## src/rtl/ex_stage_pkg.sv

```systemverilog
// rtl/ex_stage_pkg.sv - shared ALU op codes, forward select encoding and bubble constants
//
// Purpose : common definitions for the ID/EX operand stage and its forwarding unit.
// Contents: ALU_AND/OR/ADD/SUB/MUL op codes, fwd_sel_t forward select encoding,
//           bubble constants that an empty EX slot is loaded with.
package ex_stage_pkg;

  localparam logic [2:0] ALU_AND = 3'b000;
  localparam logic [2:0] ALU_OR  = 3'b001;
  localparam logic [2:0] ALU_ADD = 3'b010;
  localparam logic [2:0] ALU_SUB = 3'b011;
  localparam logic [2:0] ALU_MUL = 3'b100;

  typedef enum logic [1:0] {
    FWD_NONE  = 2'b00,
    FWD_MEMWB = 2'b01,
    FWD_EXMEM = 2'b10
  } fwd_sel_t;

  // An empty slot carries no valid bit and no side-effecting controls.
  localparam logic BUBBLE_VALID = 1'b0;
  localparam logic BUBBLE_CTRL  = 1'b0;

endpackage

```

## src/rtl/id_ex_operand_stage_fwd_unit.sv

```systemverilog
// rtl/id_ex_operand_stage_fwd_unit.sv - combinational operand forward select
//
// Purpose : pick the freshest producer of one source register.
// Ports   : addr             source register address of the EX instruction
//           exmem_regwrite_i EX/MEM write enable,  exmem_rd_i EX/MEM destination
//           memwb_regwrite_i MEM/WB write enable,  memwb_rd_i MEM/WB destination
//           sel              FWD_EXMEM / FWD_MEMWB / FWD_NONE
module fwd_unit
  import ex_stage_pkg::*;
#(
  parameter int RAW = 5
) (
  input  logic [RAW-1:0] addr,
  input  logic           exmem_regwrite_i,
  input  logic [RAW-1:0] exmem_rd_i,
  input  logic           memwb_regwrite_i,
  input  logic [RAW-1:0] memwb_rd_i,
  output fwd_sel_t       sel
);

  // EX/MEM is younger than MEM/WB, so it is checked first. Register 0 is
  // hard-wired, so a write to it never produces a forward.
  always_comb begin
    sel = FWD_NONE;
    if (exmem_regwrite_i && (exmem_rd_i != '0) && (exmem_rd_i == addr)) begin
      sel = FWD_EXMEM;
    end else if (memwb_regwrite_i && (memwb_rd_i != '0) && (memwb_rd_i == addr)) begin
      sel = FWD_MEMWB;
    end
  end

endmodule

```

## src/rtl/id_ex_operand_stage.sv

```systemverilog
// rtl/id_ex_operand_stage.sv - ID/EX register with operand forwarding and hazard detection
//
// Purpose : latches the decoded instruction from ID, drives ALU operands/op and
//           store data, and requests a stall of PC and IF/ID on hazards.
// Config  : ID_EX_FWD_EN defined   -> EX/MEM and MEM/WB forwarding, load-use stall only.
//           ID_EX_FWD_EN undefined -> latched data only, stall on any RAW against
//                                     ID/EX or EX/MEM.
// Ports   : clk_i, rst_i (async, active-low), stall_i (hold), flush_i (bubble)
//           id_*      decoded operands, addresses and controls from ID
//           exmem_*   EX/MEM writer;  memwb_* MEM/WB writer
//           data1_o/data2_o/aluctrl_o ALU inputs, store_data_o store value
//           wr_addr_o, regwrite_o/memread_o/memwrite_o/memtoreg_o, valid_o
//           hazard_o  combinational stall request
module id_ex_operand_stage
  import ex_stage_pkg::*;
#(
  parameter int DW  = 32,
  parameter int RAW = 5,
  parameter int OPW = 3
) (
  input  logic           clk_i,
  input  logic           rst_i,
  input  logic           stall_i,
  input  logic           flush_i,
  input  logic [DW-1:0]  id_rs_data_i,
  input  logic [DW-1:0]  id_rt_data_i,
  input  logic [DW-1:0]  id_imm_i,
  input  logic [RAW-1:0] id_rs_i,
  input  logic [RAW-1:0] id_rt_i,
  input  logic [RAW-1:0] id_rd_i,
  input  logic [OPW-1:0] id_aluctrl_i,
  input  logic           id_alusrc_i,
  input  logic           id_regdst_i,
  input  logic           id_regwrite_i,
  input  logic           id_memread_i,
  input  logic           id_memwrite_i,
  input  logic           id_memtoreg_i,
  input  logic           exmem_regwrite_i,
  input  logic [RAW-1:0] exmem_rd_i,
  input  logic [DW-1:0]  exmem_data_i,
  input  logic           memwb_regwrite_i,
  input  logic [RAW-1:0] memwb_rd_i,
  input  logic [DW-1:0]  memwb_data_i,
  output logic [DW-1:0]  data1_o,
  output logic [DW-1:0]  data2_o,
  output logic [OPW-1:0] aluctrl_o,
  output logic [DW-1:0]  store_data_o,
  output logic [RAW-1:0] wr_addr_o,
  output logic           regwrite_o,
  output logic           memread_o,
  output logic           memwrite_o,
  output logic           memtoreg_o,
  output logic           valid_o,
  output logic           hazard_o
);

  logic [DW-1:0]  rs_data_q, rt_data_q, imm_q;
  logic [RAW-1:0] rs_q, rt_q, wr_addr_q;
  logic [OPW-1:0] aluctrl_q;
  logic           alusrc_q, regwrite_q, memread_q, memwrite_q, memtoreg_q, valid_q;
  logic [DW-1:0]  rs_val, rt_val;
  logic           load_use;

  always_ff @(posedge clk_i or negedge rst_i) begin
    if (!rst_i) begin
      rs_data_q  <= '0;
      rt_data_q  <= '0;
      imm_q      <= '0;
      rs_q       <= '0;
      rt_q       <= '0;
      wr_addr_q  <= '0;
      aluctrl_q  <= '0;
      alusrc_q   <= 1'b0;
      regwrite_q <= 1'b0;
      memread_q  <= 1'b0;
      memwrite_q <= 1'b0;
      memtoreg_q <= 1'b0;
      valid_q    <= 1'b0;
    end else if (stall_i) begin
      // memory wait: every field holds
    end else if (flush_i || hazard_o) begin
      rs_data_q  <= '0;
      rt_data_q  <= '0;
      imm_q      <= '0;
      rs_q       <= '0;
      rt_q       <= '0;
      wr_addr_q  <= '0;
      aluctrl_q  <= '0;
      alusrc_q   <= BUBBLE_CTRL;
      regwrite_q <= BUBBLE_CTRL;
      memread_q  <= BUBBLE_CTRL;
      memwrite_q <= BUBBLE_CTRL;
      memtoreg_q <= BUBBLE_CTRL;
      valid_q    <= BUBBLE_VALID;
    end else begin
      rs_data_q  <= id_rs_data_i;
      rt_data_q  <= id_rt_data_i;
      imm_q      <= id_imm_i;
      rs_q       <= id_rs_i;
      rt_q       <= id_rt_i;
      wr_addr_q  <= id_regdst_i ? id_rd_i : id_rt_i;
      aluctrl_q  <= id_aluctrl_i;
      alusrc_q   <= id_alusrc_i;
      regwrite_q <= id_regwrite_i;
      memread_q  <= id_memread_i;
      memwrite_q <= id_memwrite_i;
      memtoreg_q <= id_memtoreg_i;
      valid_q    <= 1'b1;
    end
  end

  // A load in EX cannot supply its result to the instruction now in ID.
  assign load_use = valid_q && memread_q && (rt_q != '0) &&
                    ((rt_q == id_rs_i) || (rt_q == id_rt_i));

`ifdef ID_EX_FWD_EN
  fwd_sel_t rs_sel, rt_sel;

  fwd_unit #(.RAW(RAW)) u_fwd_rs (
    .addr             (rs_q),
    .exmem_regwrite_i (exmem_regwrite_i),
    .exmem_rd_i       (exmem_rd_i),
    .memwb_regwrite_i (memwb_regwrite_i),
    .memwb_rd_i       (memwb_rd_i),
    .sel              (rs_sel)
  );

  fwd_unit #(.RAW(RAW)) u_fwd_rt (
    .addr             (rt_q),
    .exmem_regwrite_i (exmem_regwrite_i),
    .exmem_rd_i       (exmem_rd_i),
    .memwb_regwrite_i (memwb_regwrite_i),
    .memwb_rd_i       (memwb_rd_i),
    .sel              (rt_sel)
  );

  always_comb begin
    case (rs_sel)
      FWD_EXMEM: rs_val = exmem_data_i;
      FWD_MEMWB: rs_val = memwb_data_i;
      default:   rs_val = rs_data_q;
    endcase
    case (rt_sel)
      FWD_EXMEM: rt_val = exmem_data_i;
      FWD_MEMWB: rt_val = memwb_data_i;
      default:   rt_val = rt_data_q;
    endcase
  end

  assign hazard_o = !stall_i && load_use;
`else
  logic idex_raw, exmem_raw;
  logic unused_fwd_inputs;

  assign rs_val = rs_data_q;
  assign rt_val = rt_data_q;

  // Without bypass paths any in-flight writer that ID reads from must drain;
  // MEM/WB is safe because the register file writes before it reads.
  assign idex_raw  = valid_q && regwrite_q && (wr_addr_q != '0) &&
                     ((wr_addr_q == id_rs_i) || (wr_addr_q == id_rt_i));
  assign exmem_raw = exmem_regwrite_i && (exmem_rd_i != '0) &&
                     ((exmem_rd_i == id_rs_i) || (exmem_rd_i == id_rt_i));

  assign hazard_o = !stall_i && (load_use || idex_raw || exmem_raw);

  assign unused_fwd_inputs = ^{rs_q, exmem_data_i, memwb_regwrite_i, memwb_rd_i, memwb_data_i};
`endif

  assign data1_o      = rs_val;
  assign data2_o      = alusrc_q ? imm_q : rt_val;
  assign store_data_o = rt_val;
  assign aluctrl_o    = aluctrl_q;
  assign wr_addr_o    = wr_addr_q;
  assign regwrite_o   = regwrite_q;
  assign memread_o    = memread_q;
  assign memwrite_o   = memwrite_q;
  assign memtoreg_o   = memtoreg_q;
  assign valid_o      = valid_q;

endmodule

```

## config.mk

```make
export PLATFORM = sky130hd
export DESIGN_NAME = id_ex_operand_stage
export DESIGN_NICKNAME = d
export VERILOG_FILES = /design/src/rtl/ex_stage_pkg.sv /design/src/rtl/id_ex_operand_stage_fwd_unit.sv /design/src/rtl/id_ex_operand_stage.sv
export SDC_FILE = /design/constraint.sdc
export NUM_CORES = 1
export LEC_CHECK = 0
export BUFFER_PORTS_ARGS = -buffer_cell sky130_fd_sc_hd__buf_4
export CAP_MARGIN = 0
export CORE_AREA = 2 2 120 122
export DETAILED_ROUTE_END_ITERATION = 8
export DIE_AREA = 0 0 122 124
export GPL_TIMING_DRIVEN = 0
export PLACE_DENSITY = 0.77
export SLEW_MARGIN = 20
export SYNTH_ARGS = -nofsm -noshare
export SYNTH_HDL_FRONTEND = slang
export SYNTH_SLANG_ARGS = --single-unit
```

## constraint.sdc

```tcl
create_clock -name clk_i -period 4.4 [get_ports clk_i]
set_input_delay 0.88 -clock clk_i [delete_from_list [all_inputs] [get_ports clk_i]]
set_output_delay 0.88 -clock clk_i [all_outputs]
set_load 0.02 [all_outputs]
```

# Word level (Yosys, flattened, before mapping)
# Index checks and enable logic that the tools add are counted.
# word_totals
ff_bits	115
ramBits	0
latchBits	0
output_inout_bits	110
mem_count	0
mem_bits_ro	0
inputBits	200
wordCells	51
# op_classes
bitwise	0
muxes	14
order_cmp	0
reduce_logical	19
eq_ne	6
div_mod_pow	0
n_shift	0
n_addsub	0
n_mul	0
# op_table
op	n
$mux 32	4
$eq 5x5->1	6
$mux 5	3
$reduce_bool 5->1	3
$logic_and 1x1->1	9
$logic_or 1x1->1	6
$mux 1	6
$mux 3	1
$logic_not 1->1	1

# Logic depth before layout (Yosys ltp)
# depth
depth_word	8
mapped_depth	8
depth_no_buf	5

# Worst setup path before layout
# OpenSTA, ideal clock, no wires.
# synth_path
kind	input -> output
from	input port id_rt_i[3]
to	output port hazard_o
path_slack_ps	1226
arrival_ps	2294
path_buffers	3
required_time_ps	3520
path_stages	8
cell_sequence	clkbuf_2 -> xor2_1 -> nor3_1 -> a22oi_1 -> o22ai_2 -> buf_6 -> buf_6 -> o21ba_2
# synth_between
elab_chain_len	6
word_cells_on_any_way	12
classes_between	3 x eq/ne; 9 x reduce/logical
# synth_rtl
item	line	source
from (decl)	id_ex_operand_stage.sv:29	input logic [RAW-1:0] id_rt_i,
$eq 5x5->1 (on tied branches)	id_ex_operand_stage.sv:114, id_ex_operand_stage.sv:161	
$logic_or 1x1->1 (on tied branches)	id_ex_operand_stage.sv:114, id_ex_operand_stage.sv:161	
$logic_and 1x1->1 (on tied branches)	id_ex_operand_stage.sv:113, id_ex_operand_stage.sv:160	
$logic_or 1x1->1	id_ex_operand_stage.sv:165	assign hazard_o = !stall_i && (load_use || idex_raw || exmem_raw);
$logic_or 1x1->1 *	id_ex_operand_stage.sv:165	
$logic_and 1x1->1 *	id_ex_operand_stage.sv:165	
to (decl)	id_ex_operand_stage.sv:54	output logic hazard_o
# Mark *: on every way between the ends. The rest lies on a longest branch, timed or not.

# Final worst setup path
# layout_path
from	input port id_rt_i[1]
to	output port hazard_o
# Same word-level chain as after synthesis.

==> results.json <==
{
  "layout.cell_area.non_filler_um2": 8600,
  "worst_clock_skew_ns": 0.00986,
  "flow.area_growth_from_synthesis_pct": 44.8,
  "cp_data_required_time_ns": 3.52,
  "cts.clk_slew.worst_paths_ns": 0.05,
  "timing_max_transition_violations_final": 0,
  "portBuffers": 235,
  "drt_pre_antenna_iters": 4,
  "top_flip_flop_cell_by_instance_count_after_synthesis": "sky130_fd_sc_hd__dfrtp_1",
  "ctsHoldBuffers": 0,
  "layout.core_utilization_pct": 62.7,
  "root_buffer_cell": "sky130_fd_sc_hd__clkbuf_16",
  "via_count": 5458,
  "i_o_pin_total": 310,
  "setup.worst_path.start": "id_rt_i[1]",
  "gate_count_of_the_mapped_netlist": 603,
  "synth_sequential_area_ratio_pct": 48.5,
  "postPlaceCellArea_um2": 7960,
  "fp.dieW_um": 122,
  "htree_levels": 4,
  "holdCritPathClass": "primary input to async pin",
  "combPwrFrac_pct": 19.9,
  "syn_area_per_cell_um2": 9.85,
  "floorplan.die_area_um2": 15100,
  "floorplan.core_area_um2": 13700,
  "swShare_pct": 27.4,
  "p_leak_nw": 4.13,
  "final-setup-viol-count": 0,
  "bufs_on_longest_clock_path": 2,
  "grt_overflow": 0,
  "crit_path_start_kind": "primary input",
  "num_antenna_cells": 0,
  "post_route_cells_drive_above_1_share_pct": 41.4,
  "timing.critical_path.cells": "clkbuf_1 -> xnor2_1 -> nand3_1 -> a211oi_2 -> buf_2 -> o21ba_2 -> buf_4",
  "run_status": "completed",
  "routed_via_density": 5.19,
  "netlist-cell-type-count": 26,
  "overall_routed_net_length_um": 18200,
  "worstSetupPathType": "primary input to primary output",
  "dr.first_iter.drc_count": 307,
  "detail_route.wl_per_cell_um": 17.3,
  "tritoncts_clock_tree": "done",
  "ys.warnings.count": 0,
  "worst-path-buf-inv": 3,
  "layout.cells.most_common_list": "sky130_fd_sc_hd__buf_4 (236), sky130_fd_sc_hd__nand2_1 (225), sky130_fd_sc_hd__dfrtp_1 (115), sky130_fd_sc_hd__o31ai_1 (71), sky130_fd_sc_hd__clkbuf_1 (42)",
  "detailedPlace.worstSlack_ns": 0.589,
  "antenna_left": 0,
  "number_of_global_route_vias_before_repair": 5441,
  "critPathSlowestCell": "sky130_fd_sc_hd__a211oi_2",
  "power_per_cell_area_nw_per_um2": 395,
  "routabilityCongestion": 0.794,
  "crit-reg2reg-launch": "rt_q[2]",
  "die_height_um": 124,
  "most_frequent_standard_cell_in_the_layout_excluding_fill_and_tap_cells": "sky130_fd_sc_hd__buf_4",
  "tightestPinTransition_ns": 0.992,
  "power.share.clock_pct": 44.2,
  "clock_latency_ns": 0.41,
  "dp_hpwl_um": 13300,
  "post_cts.resized_instances": 0,
  "drt_drc_violations_left": 0,
  "post_layout_min_period_ns": 3.80,
  "grt_first_pass_wirelength_um": 28700,
  "asr_flop_ratio_synth_pct": 100,
  "max-slew-margin-rel_pct": 33.6,
  "worst_path_largest_cell_delay_ns": 0.73,
  "peak_ir_drop_on_the_vdd_network_mv": 0.221,
  "synth_edf_count": 0,
  "cts_inserted_buffers": 17,
  "power.share.sequential_pct": 36.0,
  "syn_nets": 803,
  "fmax_mhz": 263,
  "number_of_antenna_violations_at_the_first_check_in_global_routing": 0,
  "netlist_area_um2": 5940,
  "max-cap-violations": 0,
  "floorplan.initialDensity_pct": 43.3,
  "number_of_sinks_on_the_clock_net": 115,
  "final_cells": 1051,
  "internal_power_w": 0.00247,
  "critical_path.max_fanout": 10,
  "timing.final.ws_setup_ns": 0.595,
  "cts_setup_buffers": 0,
  "synth-seq-cells": 115,
  "rows": 43,
  "switching_power_w": 0.000933,
  "rsz_0062_raised_after_global_routing": "no",
  "worst_path_dominant_cell_family": "compound AO/OA/AOI/OAI gates",
  "grt_usage_pct": 24.6,
  "post-route-period-util_pct": 86.5,
  "tns_ns": 0,
  "arrival_worst_endpoint_ns": 2.92,
  "n_fill_cell": 1189,
  "critical_path.endpoint_type": "primary output",
  "report.final.hold_viol_count": 0,
  "dpl.cell_count": 1019,
  "maximum_number_of_pins_on_one_net_before_global_route_repair": 67,
  "layout.nets": 1058
}
layout make-up:
type | count | area, um^2 | share of cell area (%)
plain buffers | 56 | 282 | 3.27
well taps | 180 | 225 | 2.62
clock inverters | 14 | 211 | 2.46
flip-flops and latches | 115 | 2880 | 33.5
multi-input cells | 432 | 2780 | 32.3
clock buffers | 18 | 429 | 4.99
repair buffers | 236 | 1800 | 20.9
synthesized netlist by cell type, drive strengths merged (2+ instances only):
library cell  instances  area share, %
or4                   3           0.38
buf                  14            2.1
o31ai               110             17
xor2                 26            3.8
a22oi                 2           0.25
o41ai                 5            1.4
nor3                  6           0.51
xnor2                 4           0.59
nand2               225             14
nor2                  6           0.38
mux2                 32            6.1
nand3                 2           0.17
mux2i                 5           0.84
clkbuf               42            2.7
dfrtp               115             48
metrics by stage:
step,total power (W),hold WS (ns)
global route,0.00354,0.439
global placement,0.00191,0.460
finish,0.00340,0.410
CTS,0.00343,0.414
detailed placement,0.00192,0.466
floorplan,0.00158,0.446
state kept, by name, indices dropped and copies added, names as in the netlist:
name / count
aluctrl_o: 3
memread_o: 1
imm_q: 32
memtoreg_o: 1
store_data_o: 32
alusrc_q: 1
wr_addr_o: 5
regwrite_o: 1
rt_q: 5
valid_o: 1
data1_o: 32
memwrite_o: 1
final timing paths:
path                            slack [ns]  depth (start not counted)   endpoint
worst min-delay path                  0.41                          1  imm_q[15]
worst max-delay path                  0.60                          7   hazard_o
worst max register to register        1.95                          7  imm_q[13]
worst min register to register        0.48                          2   imm_q[9]
max in group asynchronous             3.30                          2    rt_q[2]
min in group clk_i                    0.48                          2   imm_q[9]
layer usage:
layer  part of all wire (%)  vias up  track usage [%]
met1                     42     2604             31.8
met3                    8.5       17             6.96
li1                       -     2600                -
met4                    1.1        0             8.55
met2                     48      237             39.8
met5                      0        -                0
power groups by stage:
stage                     Clock (W)  Sequential, W  Combinational, W
after global routing        0.00157        0.00123          0.000733
final                       0.00150        0.00122          0.000676
after CTS                   0.00152        0.00122          0.000683
after floorplan                   0        0.00129          0.000283
after global placement            0        0.00124          0.000670
after detailed placement          0        0.00124          0.000682
cells by family after synthesis:
logic type,Yosys count,share of synthesized area (%)
DFF,115,48.5
buffers and inverters,56,4.74
muxes,37,6.91
AOI/OAI and AO/OA,122,19.7
xor gates and xnor gates,30,4.42
and+or+nand+nor,243,15.8
No activity file was read; power rests on OpenSTA's default activity.
